### src/rtl/gravacao_player.sv
// Record/playback byte buffer: captures a valid/ready stream into a DEPTH-entry memory and replays it in order.
// Optional GRAVACAO_LOOP_EN: playback wraps to entry 0 forever instead of ending with a done pulse.
module gravacao_player #(
    parameter int DEPTH = 16,
    parameter int AW    = 4,
    parameter int DW    = 8
) (
    input  logic          clk,
    input  logic          rst,
    input  logic          cmd_rec,
    input  logic          cmd_play,
    input  logic          cmd_stop,
    input  logic          rec_valid,
    output logic          rec_ready,
    input  logic [DW-1:0] rec_data,
    output logic          out_valid,
    input  logic          out_ready,
    output logic [DW-1:0] out_data,
    output logic [AW:0]   len,
    output logic          full,
    output logic          overflow,
    output logic          done,
    output logic          busy
);

    typedef enum logic [1:0] {ST_IDLE, ST_REC, ST_PLAY} state_t;

    localparam logic [AW:0] LEN_FULL = (AW+1)'(DEPTH);

    logic [DW-1:0] r_mem [DEPTH];

    state_t        r_state, w_state_next;
    logic [AW:0]   r_len, w_len_next, w_len_wr;
    logic [AW-1:0] r_rd_ptr, w_rd_ptr_next, w_rd_addr;
    logic [DW-1:0] r_out_data, w_rd_data;
    logic          r_out_valid, w_out_valid_next;
    logic          r_overflow, w_overflow_next;
    logic          r_done, w_done_next;
    logic          w_rec_ready, w_wr_en, w_rd_en, w_last;

    assign w_rec_ready = (r_state == ST_REC) && (r_len < LEN_FULL);
    assign w_wr_en     = w_rec_ready && rec_valid;
    assign w_len_wr    = w_wr_en ? r_len + (AW+1)'(1) : r_len;
    assign w_last      = ({1'b0, r_rd_ptr} == r_len - (AW+1)'(1));

    always_ff @(posedge clk) begin
        if (w_wr_en) begin
            r_mem[r_len[AW-1:0]] <= rec_data;
        end
    end

    // A play strobe coinciding with the very first write must see the byte being written.
    assign w_rd_data = (w_wr_en && (w_rd_addr == r_len[AW-1:0])) ? rec_data : r_mem[w_rd_addr];

    always_ff @(posedge clk or posedge rst) begin
        if (rst) begin
            r_state <= ST_IDLE;
        end else begin
            r_state <= w_state_next;
        end
    end

    always_comb begin
        w_state_next     = r_state;
        w_len_next       = r_len;
        w_rd_ptr_next    = r_rd_ptr;
        w_out_valid_next = r_out_valid;
        w_overflow_next  = r_overflow;
        w_done_next      = 1'b0;
        w_rd_en          = 1'b0;
        w_rd_addr        = '0;
        case (r_state)
            ST_IDLE: begin
                w_out_valid_next = 1'b0;
                if (cmd_stop) begin
                    w_state_next = ST_IDLE;
                end else if (cmd_rec) begin
                    w_state_next    = ST_REC;
                    w_len_next      = '0;
                    w_overflow_next = 1'b0;
                end else if (cmd_play && (r_len != '0)) begin
                    w_state_next     = ST_PLAY;
                    w_rd_ptr_next    = '0;
                    w_rd_en          = 1'b1;
                    w_out_valid_next = 1'b1;
                end
            end
            ST_REC: begin
                w_out_valid_next = 1'b0;
                w_len_next       = w_len_wr;
                if (rec_valid && !w_rec_ready) begin
                    w_overflow_next = 1'b1;
                end
                // Commands act on the length after this cycle's write.
                if (cmd_stop) begin
                    w_state_next = ST_IDLE;
                end else if (cmd_rec) begin
                    w_len_next      = '0;
                    w_overflow_next = 1'b0;
                end else if (cmd_play && (w_len_wr != '0)) begin
                    w_state_next     = ST_PLAY;
                    w_rd_ptr_next    = '0;
                    w_rd_en          = 1'b1;
                    w_out_valid_next = 1'b1;
                end
            end
            ST_PLAY: begin
                if (cmd_stop) begin
                    w_state_next     = ST_IDLE;
                    w_out_valid_next = 1'b0;
                end else if (cmd_rec) begin
                    w_state_next     = ST_REC;
                    w_len_next       = '0;
                    w_overflow_next  = 1'b0;
                    w_out_valid_next = 1'b0;
                end else if (cmd_play) begin
                    w_rd_ptr_next    = '0;
                    w_rd_en          = 1'b1;
                    w_out_valid_next = 1'b1;
                end else if (r_out_valid && out_ready) begin
                    if (!w_last) begin
                        w_rd_ptr_next = r_rd_ptr + AW'(1);
                        w_rd_addr     = r_rd_ptr + AW'(1);
                        w_rd_en       = 1'b1;
                    end else begin
`ifdef GRAVACAO_LOOP_EN
                        w_rd_ptr_next = '0;
                        w_rd_en       = 1'b1;
`else
                        w_out_valid_next = 1'b0;
                        w_done_next      = 1'b1;
                        w_state_next     = ST_IDLE;
`endif
                    end
                end
            end
            default: begin
                w_state_next     = ST_IDLE;
                w_out_valid_next = 1'b0;
            end
        endcase
    end

    always_ff @(posedge clk or posedge rst) begin
        if (rst) begin
            r_len       <= '0;
            r_rd_ptr    <= '0;
            r_out_valid <= 1'b0;
            r_out_data  <= '0;
            r_overflow  <= 1'b0;
            r_done      <= 1'b0;
        end else begin
            r_len       <= w_len_next;
            r_rd_ptr    <= w_rd_ptr_next;
            r_out_valid <= w_out_valid_next;
            r_overflow  <= w_overflow_next;
            r_done      <= w_done_next;
            if (w_rd_en) begin
                r_out_data <= w_rd_data;
            end
        end
    end

    assign rec_ready = w_rec_ready;
    assign out_valid = r_out_valid;
    assign out_data  = r_out_data;
    assign len       = r_len;
    assign full      = (r_len == LEN_FULL);
    assign overflow  = r_overflow;
    assign done      = r_done;
    assign busy      = (r_state != ST_IDLE);

endmodule

### config.mk
export PLATFORM = sky130hd
export DESIGN_NAME = gravacao_player
export DESIGN_NICKNAME = d
export VERILOG_FILES = /design/src/rtl/gravacao_player.sv
export SDC_FILE = /design/constraint.sdc
export NUM_CORES = 1
export LEC_CHECK = 0
export ABC_AREA = 1
export BUFFER_PORTS_ARGS = -buffer_cell sky130_fd_sc_hd__buf_2
export CORE_UTILIZATION = 35
export DETAILED_ROUTE_END_ITERATION = 8
export GPL_TIMING_DRIVEN = 0
export PLACE_DENSITY = 0.56
export RECOVER_POWER = 100
export SLEW_MARGIN = 20
export SYNTH_ARGS = -nofsm -noshare
export SYNTH_HDL_FRONTEND = slang
export SYNTH_SLANG_ARGS = --single-unit
### constraint.sdc
create_clock -name clk -period 4.1 [get_ports clk]
set_clock_uncertainty 0.05 [all_clocks]
set_input_delay 1.025 -clock clk [delete_from_list [all_inputs] [get_ports clk]]
set_output_delay 1.025 -clock clk [all_outputs]
set_load 0.02 [all_outputs]
# ---- Word-level counts from Yosys, hierarchy flattened
# Memories as Yosys holds them, arrays and structs flattened. A register that Yosys moved wholly into a read port is not among the register bits.
# Index checks and enable logic that the tools add are counted.
# W data, S select, Z words.
dict set report totals {
  register_bits 14
  ram_bits 128
  n_memories 1
  elab_cells 121
  input_bits 15
  out_inout_bits 19
}
dict set report op_classes {
  muxes 68
  magnitude_cmp 1
  n_addsub 3
  n_reduce_logical 18
  eq_ne 24
}
# name words word_bits rd rd_clocked_by_memory_dff write_ports line_no
set memory_table {}
lappend memory_table {r_mem 16 8 1 1 1 30} ;# logic [DW-1:0] r_mem [DEPTH];
# op count
set op_table {}
lappend op_table {{$mux W4} 17}
lappend op_table {{$mux W1} 29}
lappend op_table {{$mux W5} 5}
lappend op_table {{$mux W2} 11}
lappend op_table {{$ne A2 B2 Y1 const B} 8}
lappend op_table {{$ne A4 B4 Y1 const B} 4}
lappend op_table {{$pmux W4 S3} 1}
lappend op_table {{$reduce_and A11 Y1} 1}
lappend op_table {{$ne A5 B5 Y1 const B} 2}
lappend op_table {{$pmux W5 S2} 1}
lappend op_table {{$reduce_bool A5 Y1} 2}
lappend op_table {{$ne A3 B3 Y1 const B} 3}
lappend op_table {{$logic_and A1 B1 Y1} 6}
lappend op_table {{$pmux W1 S3} 2}
lappend op_table {{$pmux W2 S3} 1}
lappend op_table {{$reduce_and A6 Y1} 1}
lappend op_table {{$add A5 B1 Y5 const B} 1}
lappend op_table {{$eq A4 B5 Y1} 1}
lappend op_table {{$eq A5 B5 Y1 const B} 1}
lappend op_table {{$lt A5 B5 Y1 const B} 1}
lappend op_table {{$sub A5 B1 Y5 const B} 1}
lappend op_table {{$add A4 B1 Y4 const B} 1}
lappend op_table {{$ne A2 B1 Y1 const B} 2}
lappend op_table {{$reduce_bool A2 Y1} 2}
lappend op_table {{10 further kinds} 10}

# ---- Logic depth before layout (Yosys ltp)
dict set report logic_depth {
  ltp_word 10
  ltp_mapped 21
}

# ---- Worst setup path before layout
# OpenSTA, ideal clock, no wires.
dict set report synth_timing {
  kind {input -> register}
  start {in cmd_rec}
  end {reg r_out_data[0] (netlist: out_data[0]), read port of r_mem}
  stages 12
  n_path_buf 1
  t_arrival_ps 2510
  path_slack_ps 1473
  cell_sequence {nor2_1 inv_2 nor2_1 inv_1 nor3_4 buf_4 nand3_1 nand3_1 nand3_1 nand3_1 nand2_1 nand2_1}
}
dict set report synth_between {
  elab_chain_cells 3
  word_cells_on_any_way 10
  classes_between {10 x mux}
}
# item line_no
set synth_lines {}
lappend synth_lines {{from (decl)} 10} ;# input logic cmd_rec,
lappend synth_lines {{$mux W1 (tied with other cells)} 111} ;# end else if (cmd_rec) begin
lappend synth_lines {{$mux W1 (tied with other cells)} 108} ;# if (cmd_stop) begin
lappend synth_lines {{$pmux W1 S3 or $mux W4 (tied branches)} 72} ;# case (r_state)
lappend synth_lines {{to (decl)} 35} ;# logic [DW-1:0] r_out_data, w_rd_data;
# Several ways; a longest one is shown, not always the timed one.
# A chain may end at the register's enable or synchronous reset.

# ---- Final worst setup path
dict set report layout_timing {
  start {reg r_state[1]}
  end {reg r_out_data[4] (netlist: out_data[4]), read port of r_mem}
}
dict set report layout_between {
  elab_chain_cells 10
  word_cells_on_any_way 13
  classes_between {2 x eq/ne; 6 x mux; 5 x reduce/logical}
}
# item line_no
set layout_lines {}
lappend layout_lines {{from (decl)} 32} ;# state_t r_state, w_state_next;
lappend layout_lines {{from (signal assigned)} 59} ;# r_state <= w_state_next;
lappend layout_lines {{$eq A2 B1 Y1} {41, 72}}
lappend layout_lines {{$logic_and A1 B1 Y1} 41} ;# assign w_rec_ready = (r_state == ST_REC) && (r_len < LEN_FULL);
lappend layout_lines {{$logic_and A1 B1 Y1} 42} ;# assign w_wr_en = w_rec_ready && rec_valid;
lappend layout_lines {{$mux W5} 43} ;# assign w_len_wr = w_wr_en ? r_len + (AW+1)'(1) : r_len;
lappend layout_lines {{$reduce_bool A5 Y1} 100} ;# end else if (cmd_play && (w_len_wr != '0)) begin
lappend layout_lines {{$logic_and A1 B1 Y1} 100}
lappend layout_lines {{$mux W1} 100}
lappend layout_lines {{$mux W1} 97} ;# end else if (cmd_rec) begin
lappend layout_lines {{$mux W1} 95} ;# if (cmd_stop) begin
lappend layout_lines {{$pmux W1 S3} 72}
# Several ways; a longest one is shown, not always the timed one.

==> results.cfg <==
[final_layout]
drive_gt1_share_pct = 12.0
finalNetCount = 823
area_delta_synth_final_pct = 13.7
layout.area.seq_mm2 = 0.00439
fillerInstances = 2122
finish.instance_area_mm2 = 0.00848
diodes = 0
multi_input_area_mm2 = 0.00229

[sta]
finalCriticalPeriod_ps = 3450
fmax_mhz = 290
fin_crit_sh_pct = 84.1
rsz0062_at_grt = false
finalSetupViolCount = 0
relSlewSlack_pct = 20.3
tns_ps = 0
drv_slew = 0
tightest_slew_ps = 1200
fin_ws_ps = 651
hold_violations = 0

[hold_path]
hold_end = overflow
holdPathStages = 2
hp-class = reg2reg
hold_start = overflow

[place]
hpwl_um = 13900
gp_congestion = 0.905
pre_cts_slack_ps = 562
place_area_mm2 = 0.00796
portBuffers = 32

[clock_tree]
clkTransAtPathRegs_ps = 60
cts_resized = 0
clk_path_buf_depth = 2
cts_buffers = 17
clk_latency_ps = 430
tritoncts = built
cts_root_buffer = clkbuf_16
clock_sinks = 150
hold_buffers = 0
h-tree-depth = 4
postCtsSetupBuffers = 0

[critical_path]
critPathCaptureType = register
r2r_setup_slack_ps = 650
r2r-end = out_data[4]
worst_ep_arrival_time_ps = 3760
cp-start-kind = register
required_ps = 4410
r2r-start = r_state[1]
worst-path-max-fanout = 10
ff2ff_path_depth = 16
crit_type = reg2reg

[floorplanning]
fp.dieH_um = 148
core-area_mm2 = 0.0210
io_pins = 34
die_w_um = 148
start_util_pct = 35.6
fp.dieArea_mm2 = 0.0219
floorplan.rows = 53

[outcome]
outcome = completed

[grt]
grt_pass1_vias = 4976
grt_max_degree = 23
grt-ovfl-total = 0
antenna_found_initial = 0
grt_use_total_pct = 19.7
grt_pass1_wl_um = 30900

[routing]
drt-pass1-iter-count = 5
drc = 0
via_per_inst = 4.98
wl_per_cell_um = 18.4
finalWirelength_um = 20000
drtIter0Drc = 509
route.vias.total = 5436
antenna_left = 0

[synthesis]
synth-edff-count = 128
yosysMostFrequentCell = nand3_1
synth_area_leaders = edfxtp_1, nand3_1, dfrtp_1
syn_area_mm2 = 0.00745
synth.largest_area_cell = edfxtp_1
async_reset_ff_share_pct = 14.7
syn_nets = 772
ys_ff_latch = 150
synth-main-ff-cell = edfxtp_1
yosysSeqAreaShare_pct = 59.0
avgSynthCellArea_um2 = 9.91
synthTopCellsByCount = nand3_1, inv_1, nand2_1
synth_cell_type_count = 42
postSynthCellCount = 752
synth_top_cell_area_share_pct = 51.6
yosysWarnings = 0

[power_and_ir_drop]
max-vdd-ir-drop_uv = 211
p_leak_nw = 3.68
power_density_mw_per_mm2 = 465

[job]
maxCapViolations = 0
==> cell families after synthesis <==
family	Yosys count	share of synthesized area, %
AOI/OAI and AO/OA	25	2.08
xor gates and xnor gates	8	0.940
adders and majority gates	5	0.839
DFF	150	59.0
and+or+nand+nor	388	27.2
buffers and inverters	176	10.0
==> metal layers <==
layer,track usage (%),up-vias,share of wire (%)
li1,-,2610,-
met1,27.1,2620,45
met2,30.8,179,47
met3,3.24,27,5.6
met4,7.84,0,2.2
met5,0,-,0
==> sequential cells by signal (all words and copies together), names as in the netlist <==
register and flops:
r_mem 128, out_data 8, len 5, r_rd_ptr 4
r_state 2, done 1, out_valid 1, overflow 1
==> worst max path at each step <==
stage,from,to,slack (ps),cells after the start
finish,r_state[1],out_data[4],650,16
global route,r_state[1],out_data[4],340,16
CTS,len[0],out_data[4],900,15
detailed placement,cmd_play,out_data[7],560,13
global placement,cmd_play,out_data[7],510,13
floorplan,cmd_rec,out_data[0],1470,12
==> power by group <==
| part | internal [mW] | leakage (nW) | total (mW) | switching, mW |
|---|---|---|---|---|
| combinational | 0.170 | 1.95 | 0.572 | 0.402 |
| sequential | 1.74 | 1.44 | 1.82 | 0.0725 |
| clock | 0.902 | 0.287 | 1.55 | 0.648 |
==> cell usage in the layout, fill, tap and decap left out, drive strengths merged <==
master	count
a21oi	11
dfrtp	22
and2	1
nand3b	22
nand2	138
xor2	8
nand3	149
nor2	36
or2	9
clkbuf	48
nor3	3
nand4	30
o21a	1
a311oi	1
bufinv	2
clkinv	7
clkinvlp	1
ha	5
o21ai	8
inv	147
buf	35
edfxtp	128
o22ai	4
==> through the flow <==
| stage | hold slack, ps | utilization [%] | power [mW] | cells |
|---|---|---|---|---|
| final | 469 | 40.5 | 3.94 | 1091 |
| after CTS | 472 | 40.7 | 3.99 | 1091 |
| after floorplan | 494 | - | 2.25 | 752 |
| after global routing | 499 | 40.5 | 4.10 | 1091 |
| after detailed placement | 451 | 38.0 | 2.44 | 1059 |
| after global placement | 445 | 38.0 | 2.44 | 1059 |
==> cell type report <==
type	instances	area share, %
clock buffers	18	5.06
repair buffers	32	1.49
flip-flops and latches	150	51.8
well taps	275	4.06
multi-input cells	426	27.0
clock inverters	14	1.76
plain buffers	33	2.42
inverters	143	6.38
==> worst max-delay path: stages (launching register included) <==
cell	delay [ps]
dfrtp_1	390
inv_1	90
nand2_1	100
nor2_1	190
nand2_1	160
clkinvlp_2	230
nand2_1	220
nor2_1	920
nor3_2	100
nand3_2	160
nand4_4	180
nand3_2	170
buf_6	160
nand2_1	60
inv_1	50
nand2_1	70
nand2_1	70
(Power assumes the default switching activity.)
